$ cat config.mk
export PLATFORM = sky130hd
export DESIGN_NAME = pipelined_subtractor
export DESIGN_NICKNAME = d
export VERILOG_FILES = /design/src/rtl/pipelined_subtractor_pkg.sv /design/src/rtl/pipelined_subtractor_fs.sv /design/src/rtl/pipelined_subtractor.sv
export SDC_FILE = /design/constraint.sdc
export NUM_CORES = 1
export LEC_CHECK = 0
export CORE_UTILIZATION = 35
export CTS_BUF_LIST = sky130_fd_sc_hd__clkbuf_4
export DETAILED_ROUTE_END_ITERATION = 10
export SLEW_MARGIN = 10
export SYNTH_ARGS = -nofsm -noshare
export SYNTH_HDL_FRONTEND = slang
export SYNTH_HIERARCHICAL = 1
export SYNTH_SLANG_ARGS = --single-unit
$ cat constraint.sdc
create_clock -name clk -period 3.3 [get_ports clk]
set_input_delay 0.99 -clock clk [delete_from_list [all_inputs] [get_ports clk]]
set_output_delay 0.99 -clock clk [all_outputs]
set_load 0.005 [all_outputs]
$ cat src/rtl/pipelined_subtractor_pkg.sv
// Shared sizing helpers for the pipelined ripple-borrow subtractor.
// Slice width and the configuration legality check live here.
package pipelined_subtractor_pkg;

  localparam int WIDTH_DEF  = 16;
  localparam int STAGES_DEF = 4;
  localparam int SLICE      = WIDTH_DEF / STAGES_DEF;

  function automatic int slice_w(int w, int s);
    return (s >= 1) ? w / s : 1;
  endfunction

  function automatic bit cfg_ok(int w, int s);
    return (s >= 1) && (w % s == 0);
  endfunction

endpackage

$ cat src/rtl/pipelined_subtractor_fs.sv
// One-bit full subtractor: diff = x - y - bIn with borrow-out.
// Chained per slice to form the ripple-borrow path of each stage.
module full_subtractor
  import pipelined_subtractor_pkg::*;
(
  input  logic x,
  input  logic y,
  input  logic bIn,
  output logic diff,
  output logic bOut
);

  assign diff = x ^ y ^ bIn;
  assign bOut = (~x & y) | (~x & bIn) | (y & bIn);

endmodule

$ cat src/rtl/pipelined_subtractor.sv
// Pipelined N-bit ripple-borrow subtractor, one slice per stage.
// Upper operand slices ride along (skew); low results ride out (deskew).
module pipelined_subtractor
  import pipelined_subtractor_pkg::*;
#(
  parameter int WIDTH  = WIDTH_DEF,
  parameter int STAGES = STAGES_DEF
) (
  input  logic             clk,
  input  logic             rst,
  input  logic             in_valid,
  output logic             in_ready,
  input  logic [WIDTH-1:0] a,
  input  logic [WIDTH-1:0] b,
  input  logic             bin,
  output logic             out_valid,
  input  logic             out_ready,
  output logic [WIDTH-1:0] diff,
  output logic             bout,
  output logic             ovf
);

  localparam int SL = slice_w(WIDTH, STAGES);

  if (!cfg_ok(WIDTH, STAGES)) begin : g_bad_cfg
    $error("pipelined_subtractor: WIDTH must be a multiple of STAGES >= 1");
  end

  logic adv;

  assign adv      = ~(out_valid & ~out_ready);
  assign in_ready = adv;

  for (genvar k = 0; k < STAGES; k++) begin : g_st
    localparam int LO = k * SL;
    localparam int HI = LO + SL;

    logic [WIDTH-LO-1:0] xa;
    logic [WIDTH-LO-1:0] xb;
    logic                brin;
    logic                vin;
    logic [SL-1:0]       sd;
    logic [SL:0]         bc;
    logic [HI-1:0]       d_d;
    logic [HI-1:0]       d_q;
    logic                br_d;
    logic                br_q;
    logic                v_d;
    logic                v_q;

    if (k == 0) begin : g_src
      assign xa   = a;
      assign xb   = b;
      assign brin = bin;
      assign vin  = in_valid;
      always_comb d_d = sd;
    end else begin : g_src
      assign xa   = g_st[k-1].g_op.a_q;
      assign xb   = g_st[k-1].g_op.b_q;
      assign brin = g_st[k-1].br_q;
      assign vin  = g_st[k-1].v_q;
      always_comb d_d = {sd, g_st[k-1].d_q};
    end

    assign bc[0] = brin;

    for (genvar j = 0; j < SL; j++) begin : g_bit
      full_subtractor u_fs (
        .x    (xa[j]),
        .y    (xb[j]),
        .bIn  (bc[j]),
        .diff (sd[j]),
        .bOut (bc[j+1])
      );
    end

    always_comb begin
      br_d = bc[SL];
      v_d  = vin;
    end

    always_ff @(posedge clk) begin
      if (rst) begin
        d_q  <= '0;
        br_q <= 1'b0;
        v_q  <= 1'b0;
      end else if (adv) begin
        d_q  <= d_d;
        br_q <= br_d;
        v_q  <= v_d;
      end
    end

    if (k < STAGES - 1) begin : g_op
      localparam int OW = WIDTH - HI;
      logic [OW-1:0] a_d;
      logic [OW-1:0] a_q;
      logic [OW-1:0] b_d;
      logic [OW-1:0] b_q;

      always_comb begin
        a_d = xa[WIDTH-LO-1:SL];
        b_d = xb[WIDTH-LO-1:SL];
      end

      always_ff @(posedge clk) begin
        if (rst) begin
          a_q <= '0;
          b_q <= '0;
        end else if (adv) begin
          a_q <= a_d;
          b_q <= b_d;
        end
      end
    end else begin : g_ov
      logic ovf_d;
      logic ovf_q;

      // Last slice holds the operand sign bits and the result sign bit.
      always_comb ovf_d = (xa[SL-1] ^ xb[SL-1]) & (sd[SL-1] ^ xa[SL-1]);

      always_ff @(posedge clk) begin
        if (rst) ovf_q <= 1'b0;
        else if (adv) ovf_q <= ovf_d;
      end
    end
  end

  assign out_valid = g_st[STAGES-1].v_q;
  assign diff      = g_st[STAGES-1].d_q;
  assign bout      = g_st[STAGES-1].br_q;
  assign ovf       = g_st[STAGES-1].g_ov.ovf_q;

endmodule

==> impl_metrics.yaml, run 1 <==
timing:
  drv_slew: 0
  tightest_slew_ns: 1.126
  max_freq_mhz: 324.7
  finalSetupViolations: 0
  grt_setup_unrepaired: "false"
  finalHoldViolations: 0
  slew_headroom_pct: 24.96
  layout_setup_ws_ns: 0.2199
  min_period_ns: 3.080
  timing.final.crit_share_pct: 93.34
  skew_ns: 0.01273
route:
  drc: 0
  dr.pass1.iters: 4
  ant_nets: 0
  drt_iter0_drc: 137
  vias: 2914
  wire_per_inst_um: 11.08
  wirelength_mm: 7.248
  viasPerCell: 4.456
cts:
  clk_pin_slew_ns: 0.15
  cts_hold_buf: 0
  cts_tree: "built"
  cts_buffers: 9
  post_cts_buffers: 0
  cts_max_level: 3
  clock_path_buffers: 2
  clockRootBuffer: "clkbuf_4"
  clk_latency_ns: 0.44
  cts_resized: 0
  cts_sinks: 97
flow_run:
  drv_cap: 0
finish:
  syn2layout_area_growth_pct: 17.94
  diodes: 0
  drive_gt1_share_pct: 15.95
  fin_util_pct: 43.09
  fin_nets: 562
  final_common_cell: "nand2_1"
  mostFrequentLayoutCells: "nand2_1, dfxtp_1, a21oi_1, clkdlybuf4s50_1, inv_1"
  final_cells: 654
logic_synthesis:
  synth_nets: 524
  syn_inst: 471
  seq_area_frac_synth_pct: 48.18
  yosysUniqueCellTypes: 18
  synthTopCellsByArea: "dfxtp_1, nand2_1, a21oi_1"
  yosys.area.top_type: "dfxtp_1"
  ys_seq_elements: 97
  syn-cell-area_mm2: 0.004030
  ys_warn_count: 6
  synth_top_cell_area_share_pct: 48.18
  syn_area_per_cell_um2: 8.557
power_and_ir_drop:
  peakVddDrop_mv: 0.1975
  p_total_uw: 2281
  p_leak_uw: 0.001809
  power_density_mw_per_mm2: 479.8
setup_path:
  critPathMaxFanout: 2
  crit_end: "in_ready"
  reg2reg_from: "g_st[2].g_op.a_q[0]"
  reg2reg_to: "ovf"
  path_cells: "clkdlybuf4s50_1, nor2b_4, inv_6, clkdlybuf4s50_1"
  cp.arrival_ns: 2.09
  cp-start-kind: "primary input"
  critPathSlowestCell: "clkdlybuf4s50_1"
  crit_path_max_incr_delay_ns: 0.50
  cp-end-kind: "output pin"
  crit_type: "in -> out"
  path_depth: 4
  worstRegToRegCells: 9
  ff2ff_setup_slack_ns: 0.48
  cp_top_family: "buffers and inverters"
  cp.required_ns: 2.31
  cp.buffers_inverters: 3
  path_common_cell: "clkdlybuf4s50_1"
  crit_start: "out_ready"
min_path:
  worstHoldStart: "g_st[1].d_q[2]"
  min_path_type: "reg -> reg"
die:
  dieHeight_um: 109.3
  ios: 57
  start_util_pct: 36.54
  floorplan.rows: 38
  core_area_mm2: 0.01103
  die_area_mm2: 0.01195
  die_x_um: 109.3
grt:
  grt_pass1_vias: 2850
  antenna_found_initial: 0
  grt_util_all_layers_pct: 13.30
  grt_pass1_wl_mm: 12.51
  grt_max_degree: 98
  grt-ovfl-total: 0
placement:
  gp_congestion: 0.6982
  portBuffers: 56
  pre_cts_slack_ns: -0.1785
  placed_cells: 638
  hpwlAfterDp_mm: 4.650
outcome:
  status: "finished clean"
sequential cells by signal (all words and copies together), names as in the netlist:
register and cells:
g_st.d_q 24, g_st.g_op.a_q 24, g_st.g_op.b_q 24, diff 16, g_st.br_q 3, g_st.v_q 3
bout 1, out_valid 1, ovf 1
power by group:
part           total, uW  internal, uW  switching [uW]
combinational        286           148             138
sequential          1290          1250            42.3
clock                704           318             386
total               2280          1710             566
worst min-delay path, delay by kind of cell (launching register included):
kind / cells / cell delay [ns]
DFF: 1 / 0.33
and+or+nand+nor: 1 / 0.05
AOI/OAI and AO/OA: 1 / 0.05
cells by family after synthesis:
kind of cell | share of synthesized area [%]
simple gates | 20.61
flops | 48.18
compound gates | 14.78
buf+inv | 8.476
fa+ha+maj | 7.948
layer usage:
layer | up-vias | track usage (%) | part of all wire, %
met1 | 1331 | 17.04 | 49
li1 | 1536 | - | -
met3 | 9 | 3.675 | 3.8
met5 | - | 0 | 0
met4 | 0 | 4.857 | 1.5
met2 | 38 | 21.43 | 46
worst min path at each step:
| stage | end | slack, ns | cells after the start |
|---|---|---|---|
| after floorplan | g_st[0].g_op.a_q[0] | 0.43 | 2 |
| after global placement | g_st[2].d_q[1] | 0.44 | 2 |
| after detailed placement | g_st[1].v_q | 0.45 | 2 |
| after CTS | diff[10] | 0.45 | 2 |
| after global routing | g_st[2].d_q[2] | 0.46 | 2 |
| final | g_st[2].d_q[2] | 0.45 | 2 |
final cells by class:
type	count	area [um^2]
flip-flops and latches	97	1942
multi-input cells	309	1747
clock buffers	10	75.07
inverters	33	128.9
clock inverters	6	92.59
repair buffers	59	593.1
well taps	140	175.2
fillers	1108	6277
cell usage after synthesis, drive strengths merged:
| cell type | count |
|---|---|
| nor3 | 1 |
| dfxtp | 97 |
| nor2b | 1 |
| nand2 | 190 |
| inv | 33 |
| clkbuf | 6 |
| nor2 | 4 |
| a21oi | 95 |
| a211oi | 1 |
| fa | 16 |
| and3b | 1 |
| buf | 26 |
per-stage QoR:
| stage | area [um^2] | TNS (ns) | hold slack (ns) |
|---|---|---|---|
| global route | 4753 | 0 | 0.4592 |
| global placement | 4586 | -0.1424 | 0.4385 |
| CTS | 4753 | 0 | 0.4484 |
| detailed placement | 4586 | -0.2196 | 0.4452 |
| finish | 4753 | 0 | 0.4523 |
| floorplan | 4030 | 0 | 0.4319 |
Note: power is estimated with default switching activity, not from simulation.
==> inputs of run 2 (changes only) <==
--- a/config.mk
+++ b/config.mk
@@ -5,6 +5,7 @@
 export SDC_FILE = /design/constraint.sdc
 export NUM_CORES = 1
 export LEC_CHECK = 0
+export CAP_MARGIN = 30
 export CORE_UTILIZATION = 35
 export CTS_BUF_LIST = sky130_fd_sc_hd__clkbuf_4
 export DETAILED_ROUTE_END_ITERATION = 10
==> run 2 against run 1 <==
Compared with the run above: setup slack lost 0.0011 ns; clock-buffer cell count is the same; flip-flop and latch count is the same; register-to-register slack lost 0.02 ns; critical path type unchanged; largest cell class unchanged; largest power group unchanged; highest routed layer unchanged.
==> impl_metrics.yaml, run 2 (synthesis results as in run 1) <==
die:
  start_util_pct: 36.54
  floorplan.rows: 38
  die_area_mm2: 0.01195
  ios: 57
  die_x_um: 109.3
  dieHeight_um: 109.3
  core_area_mm2: 0.01103
timing:
  max_freq_mhz: 324.6
  timing.final.crit_share_pct: 93.37
  grt_setup_unrepaired: "false"
  finalHoldViolations: 0
  tightest_slew_ns: 0.9554
  finalSetupViolations: 0
  min_period_ns: 3.081
  hold_ws_ns: 0.4559
  slew_headroom_pct: 36.30
  drv_slew: 0
  fin_setup_tns_ns: 0
  skew_ns: 0.01518
finish:
  diodes: 0
  fin_nets: 563
  syn2layout_area_growth_pct: 18.01
  mostFrequentLayoutCells: "nand2_1, dfxtp_1, a21oi_1, clkdlybuf4s50_1, inv_1"
  drive_gt1_share_pct: 16.12
  final_common_cell: "nand2_1"
  fin_util_pct: 43.11
  largestRegisters: "g_st.d_q (24), g_st.g_op.a_q (24), g_st.g_op.b_q (24)"
  final_cells: 655
cts:
  cts_buffers: 9
  clock_path_buffers: 2
  clk_pin_slew_ns: 0.14
  clockRootBuffer: "clkbuf_4"
  cts_sinks: 97
  cts_hold_buf: 0
  clk_latency_ns: 0.43
  post_cts_buffers: 0
  cts_resized: 0
  cts_tree: "built"
  cts_max_level: 3
setup_path:
  crit_type: "in -> out"
  cp-end-kind: "output pin"
  cp.buffers_inverters: 3
  path_cells: "clkdlybuf4s50_1, nor2b_4, inv_6, clkdlybuf4s50_1"
  cp.required_ns: 2.31
  crit_path_max_incr_delay_ns: 0.50
  critPathMaxFanout: 2
  path_common_cell: "clkdlybuf4s50_1"
  cp_top_family: "buffers and inverters"
  critPathSlowestCell: "clkdlybuf4s50_1"
  cp-start-kind: "primary input"
  cp.arrival_ns: 2.09
route:
  viasPerCell: 4.530
  wirelength_mm: 7.200
  vias: 2967
  wire_per_inst_um: 10.99
  ant_nets: 0
  drc: 0
  dr.pass1.iters: 4
  drt_iter0_drc: 126
outcome:
  status: "finished clean"
power_and_ir_drop:
  power_density_mw_per_mm2: 463.5
  peakVddDrop_mv: 0.2277
  p_total_uw: 2204
  p_leak_uw: 0.001813
grt:
  grt_max_degree: 98
  top_usage_layer: "met2"
  grtUsageMet3_pct: 3.201
  grt_pass1_vias: 2811
  antenna_found_initial: 0
  grt_pass1_wl_mm: 12.39
  grt-ovfl-total: 0
  grt_util_all_layers_pct: 13.15
  grt_use_met1_pct: 17.03
  use_met2_pct: 20.98
min_path:
  min_path_type: "reg -> reg"
flow_run:
  drv_cap: 0
placement:
  hpwlAfterDp_mm: 4.749
  gp_congestion: 0.6982
  portBuffers: 56
  placed_cells: 639
-- run 2: cell count changes in the layout (fill, tap and decap cells not counted) --
| cell | change |
|---|---|
| clkinv_2 | +1 |
| clkinv_4 | -1 |
| inv_6 | +1 |
| buf_16 | +1 |
| bufinv_16 | -1 |
-- run 2: final cells by class --
type / instances / area (um^2)
clock buffers: 10 / 75.07
clock inverters: 6 / 67.56
fillers: 1138 / 6275
inverters: 33 / 128.9
multi-input cells: 309 / 1747
flip-flops and latches: 97 / 1942
well taps: 140 / 175.2
repair buffers: 60 / 620.6
-- run 2: layer usage --
metal	routed length, um	vias to the layer above
met1	3525	1368
met4	104	0
met5	0	-
met3	297	9
li1	-	1541
met2	3272	49
-- run 2: worst paths after layout --
kind	from	end	slack [ns]	cells after the start
setup / recovery	out_ready	in_ready	0.22	4
hold / removal	g_st[2].d_q[10]	diff[10]	0.46	2
setup reg to reg	g_st[2].g_op.a_q[0]	ovf	0.46	9
hold reg to reg	g_st[2].d_q[10]	diff[10]	0.46	2
-- run 2: power by group --
part	internal, uW	leakage [uW]	switching [uW]	total [uW]
clock	242	0.0000730	382	625
combinational	150	0.000941	139	289
sequential	1250	0.000799	42.4	1290
total	1640	0.00181	563	2200
-- run 2: metrics by stage --
step,cell area (um^2),setup WS (ns)
after floorplan,4030,0.3892
after global placement,4586,-0.1424
after detailed placement,4613,-0.1696
after CTS,4756,0.2043
after global routing,4756,0.1750
final,4756,0.2188
-- run 2: tightest hold or removal path: stages, from the launching register on --
cell and delay, ns:
dfxtp_1 0.33, nand2_1 0.05, a21oi_1 0.05
==> edit (settings of run 1) <==
Set the package constant `WIDTH_DEF` to 20 (it was 16).
--- a/src/rtl/pipelined_subtractor_pkg.sv
+++ b/src/rtl/pipelined_subtractor_pkg.sv
@@ -3,5 +3,5 @@
 package pipelined_subtractor_pkg;
 
-  localparam int WIDTH_DEF  = 16;
+  localparam int WIDTH_DEF  = 20;
   localparam int STAGES_DEF = 4;
   localparam int SLICE      = WIDTH_DEF / STAGES_DEF;
Interface: changed (resized a, b and diff); port bits go from 57 to 69. The function was not compared with the original's and may differ.
==> edit against run 1 <==
  * Synthesized area up 21%
  * Total power up 41%
  * Worst setup slack worse by 150 ps
  * Clock power up 86%
  * Die area up 20%
  * Sequential cell count up 22
  * Routed wire length up 25%
  * Sequential share of layout area down 0.13 points
  * Core utilization up 0.57 points
  * Final area up 23%
  * Count of clock-buffer cells in the layout up 8
  * Critical endpoint is now g_st[0].d_q[4]
  * Largest cell class unchanged
==> edit: results (changes against run 1) <==
stage,metric,value,unit,change
clock_network,htreeDepth,4,,+1
setup_path,crit_arrival,3620,ps,+1530 ps
place,post-place-cells,788,,+24%
setup_path,r2r_cells,10,,+1
synth,async_flop_share,0,,unchanged
layout,largestRegisters,"g_st.d_q x30, g_st.g_op.a_q x30, g_st.g_op.b_q x30",,
synth,synth_commonest_cells,"nand2_1 (226), dfxtp_1 (119), a21oi_1 (104), inv_1 (40), fa_1 (20)",,
clock_network,clk_pin_slew_worst_paths,120,ps,-30 ps
sta,fin_skew,15.72,ps,+2.994 ps
power,p_per_area,551.5,mW/mm²,+15%
place,placed_area,0.005475,mm²,+19%
sta,holdWs,455.0,ps,+2.726 ps
global_route,grt_max_degree,120,,+22%
global_route,grt_pass1_vias,3496,,+23%
setup_path,cp_slowest_stage_delay,490,ps,
setup_path,rr_startpoint,g_st[2].g_op.a_q[0],,
power,leakage,2.292,nW,+27%
synth,synthTopCellsByArea,"dfxtp_1 (49%), nand2_1 (17%), a21oi_1 (11%), fa_1 (8.2%), inv_1 (3.1%)",,
layout,diodes,0,,unchanged
setup_path,rrSetupSlack,170,ps,-310 ps
place,routabilityCongestion,0.7368,,+5.5%
drt,firstDrtPassIters,4,,unchanged
place,io_buffer_count,68,,+21%
setup_path,crit_slowest_cell,fa_1,,
clock_network,cts_setup_buffers,0,,unchanged
hold_path,holdPathEnd,g_st[1].g_op.a_q[1],,
hold_path,min_path_cells,2,,unchanged
layout,seq_area,0.002382,mm²,+23%
synth,yosysSeqAreaShare,0.4902,,+0.008378
drt,drt_iter0_drc,254,,+85%
global_route,grt_pass1_wl,15720,µm,+26%
drt,wl_per_cell,11.08,µm,about the same
synth,syn-num-nets,643,,+23%
layout,drive_above_1_share,0.09627,,-0.06326
global_route,antenna_found_initial,0,,unchanged
power,p_comb,0.000340,W,+19%
global_route,grtUsageTotal,0.1375,,+0.004496
drt,routed-via-count,3635,,+25%
clock_network,holdBufCountCts,0,,unchanged
synth,postSynthAreaPerCell,8.408,µm²,-1.7%
hold_path,holdCritPathClass,flip-flop to flip-flop,,
outcome,status,finished clean,,
power,power_clock,0.00131,W,+86%
clock_network,clk_latency,500,ps,+60 ps
power,vdd_drop_max,0.2017,mV,+2.1%
layout,fillers,1367,,+23%
power,p_int,0.002464,W,+44%
layout,nets,696,,+24%
place,post-dp-hpwl,5660,µm,+22%
hold_path,min_from,g_st[1].g_op.a_q[1],,
drt,wl,9084,µm,+25%
place,dp_slack,-584.8,ps,-406.4 ps
setup_path,path_max_fanout,1,,-1
clock_network,cts_buffers,17,,+8
sta,worst_slew_pin_slew,1168,ps,+42.29 ps
setup_path,crit_start,a[0],,
synth,synth.distinct_cells,20,,+2
## edit: changes by cell type after synthesis, sizes merged
cell | run 1 | this run
clkbuf | 6 | 9
dfxtp | 97 | 119
a21oi | 95 | 117
nand2 | 190 | 234
buf | 26 | 30
inv | 33 | 41
fa | 16 | 20
## edit: area by class of cell
class / count / area share
inverters: 41 / 0.02673
repair buffers: 73 / 0.1245
multi-input cells: 379 / 0.3415
clock buffers: 18 / 0.02310
flip-flops and latches: 119 / 0.4072
clock inverters: 14 / 0.03935
well taps: 176 / 0.03764
## edit: repair_timing
action | 4_1_cts | 5_1_grt
endpoints found under the setup margin | 1 | 2
pin swaps | 0 | 0
resized for setup | 1 | 2
## edit: worst max-delay path: cells and delay by family
| family | cells | cell delay, ps |
|---|---|---|
| buffers and inverters | 3 | 540 |
| AND/OR/NAND/NOR | 1 | 50 |
| AO/OA/AOI/OAI | 1 | 70 |
| adder cells (fa/ha/maj) | 5 | 1980 |
## edit: worst max-delay path by stage
stage	to	slack (ps)	depth (start not counted)
finish	g_st[0].d_q[4]	70	10
detailed placement	g_st[0].d_q[4]	-580	10
global route	g_st[0].d_q[4]	9	10
CTS	g_st[0].d_q[4]	50	10
global placement	g_st[0].d_q[4]	-560	10
floorplan	g_st[0].d_q[4]	9	9
## edit: per-layer routing
metal	global-route usage	part of all wire	vias to the layer above	routed length [µm]
li1	-	-	1909	-
met1	0.1815	0.51	1658	4672
met2	0.2081	0.44	63	3953
met3	0.04658	0.043	5	393
met4	0.04922	0.0072	0	65
met5	0	0	-	0
## edit: cell families (layout without fill, tap and decap cells)
family,count (synthesis),after routing,share of synthesized area
flops,119,119,0.4902
compound gates,118,118,0.1321
simple gates,241,241,0.1946
buf+inv,80,146,0.1007
fa+ha+maj,20,20,0.08239
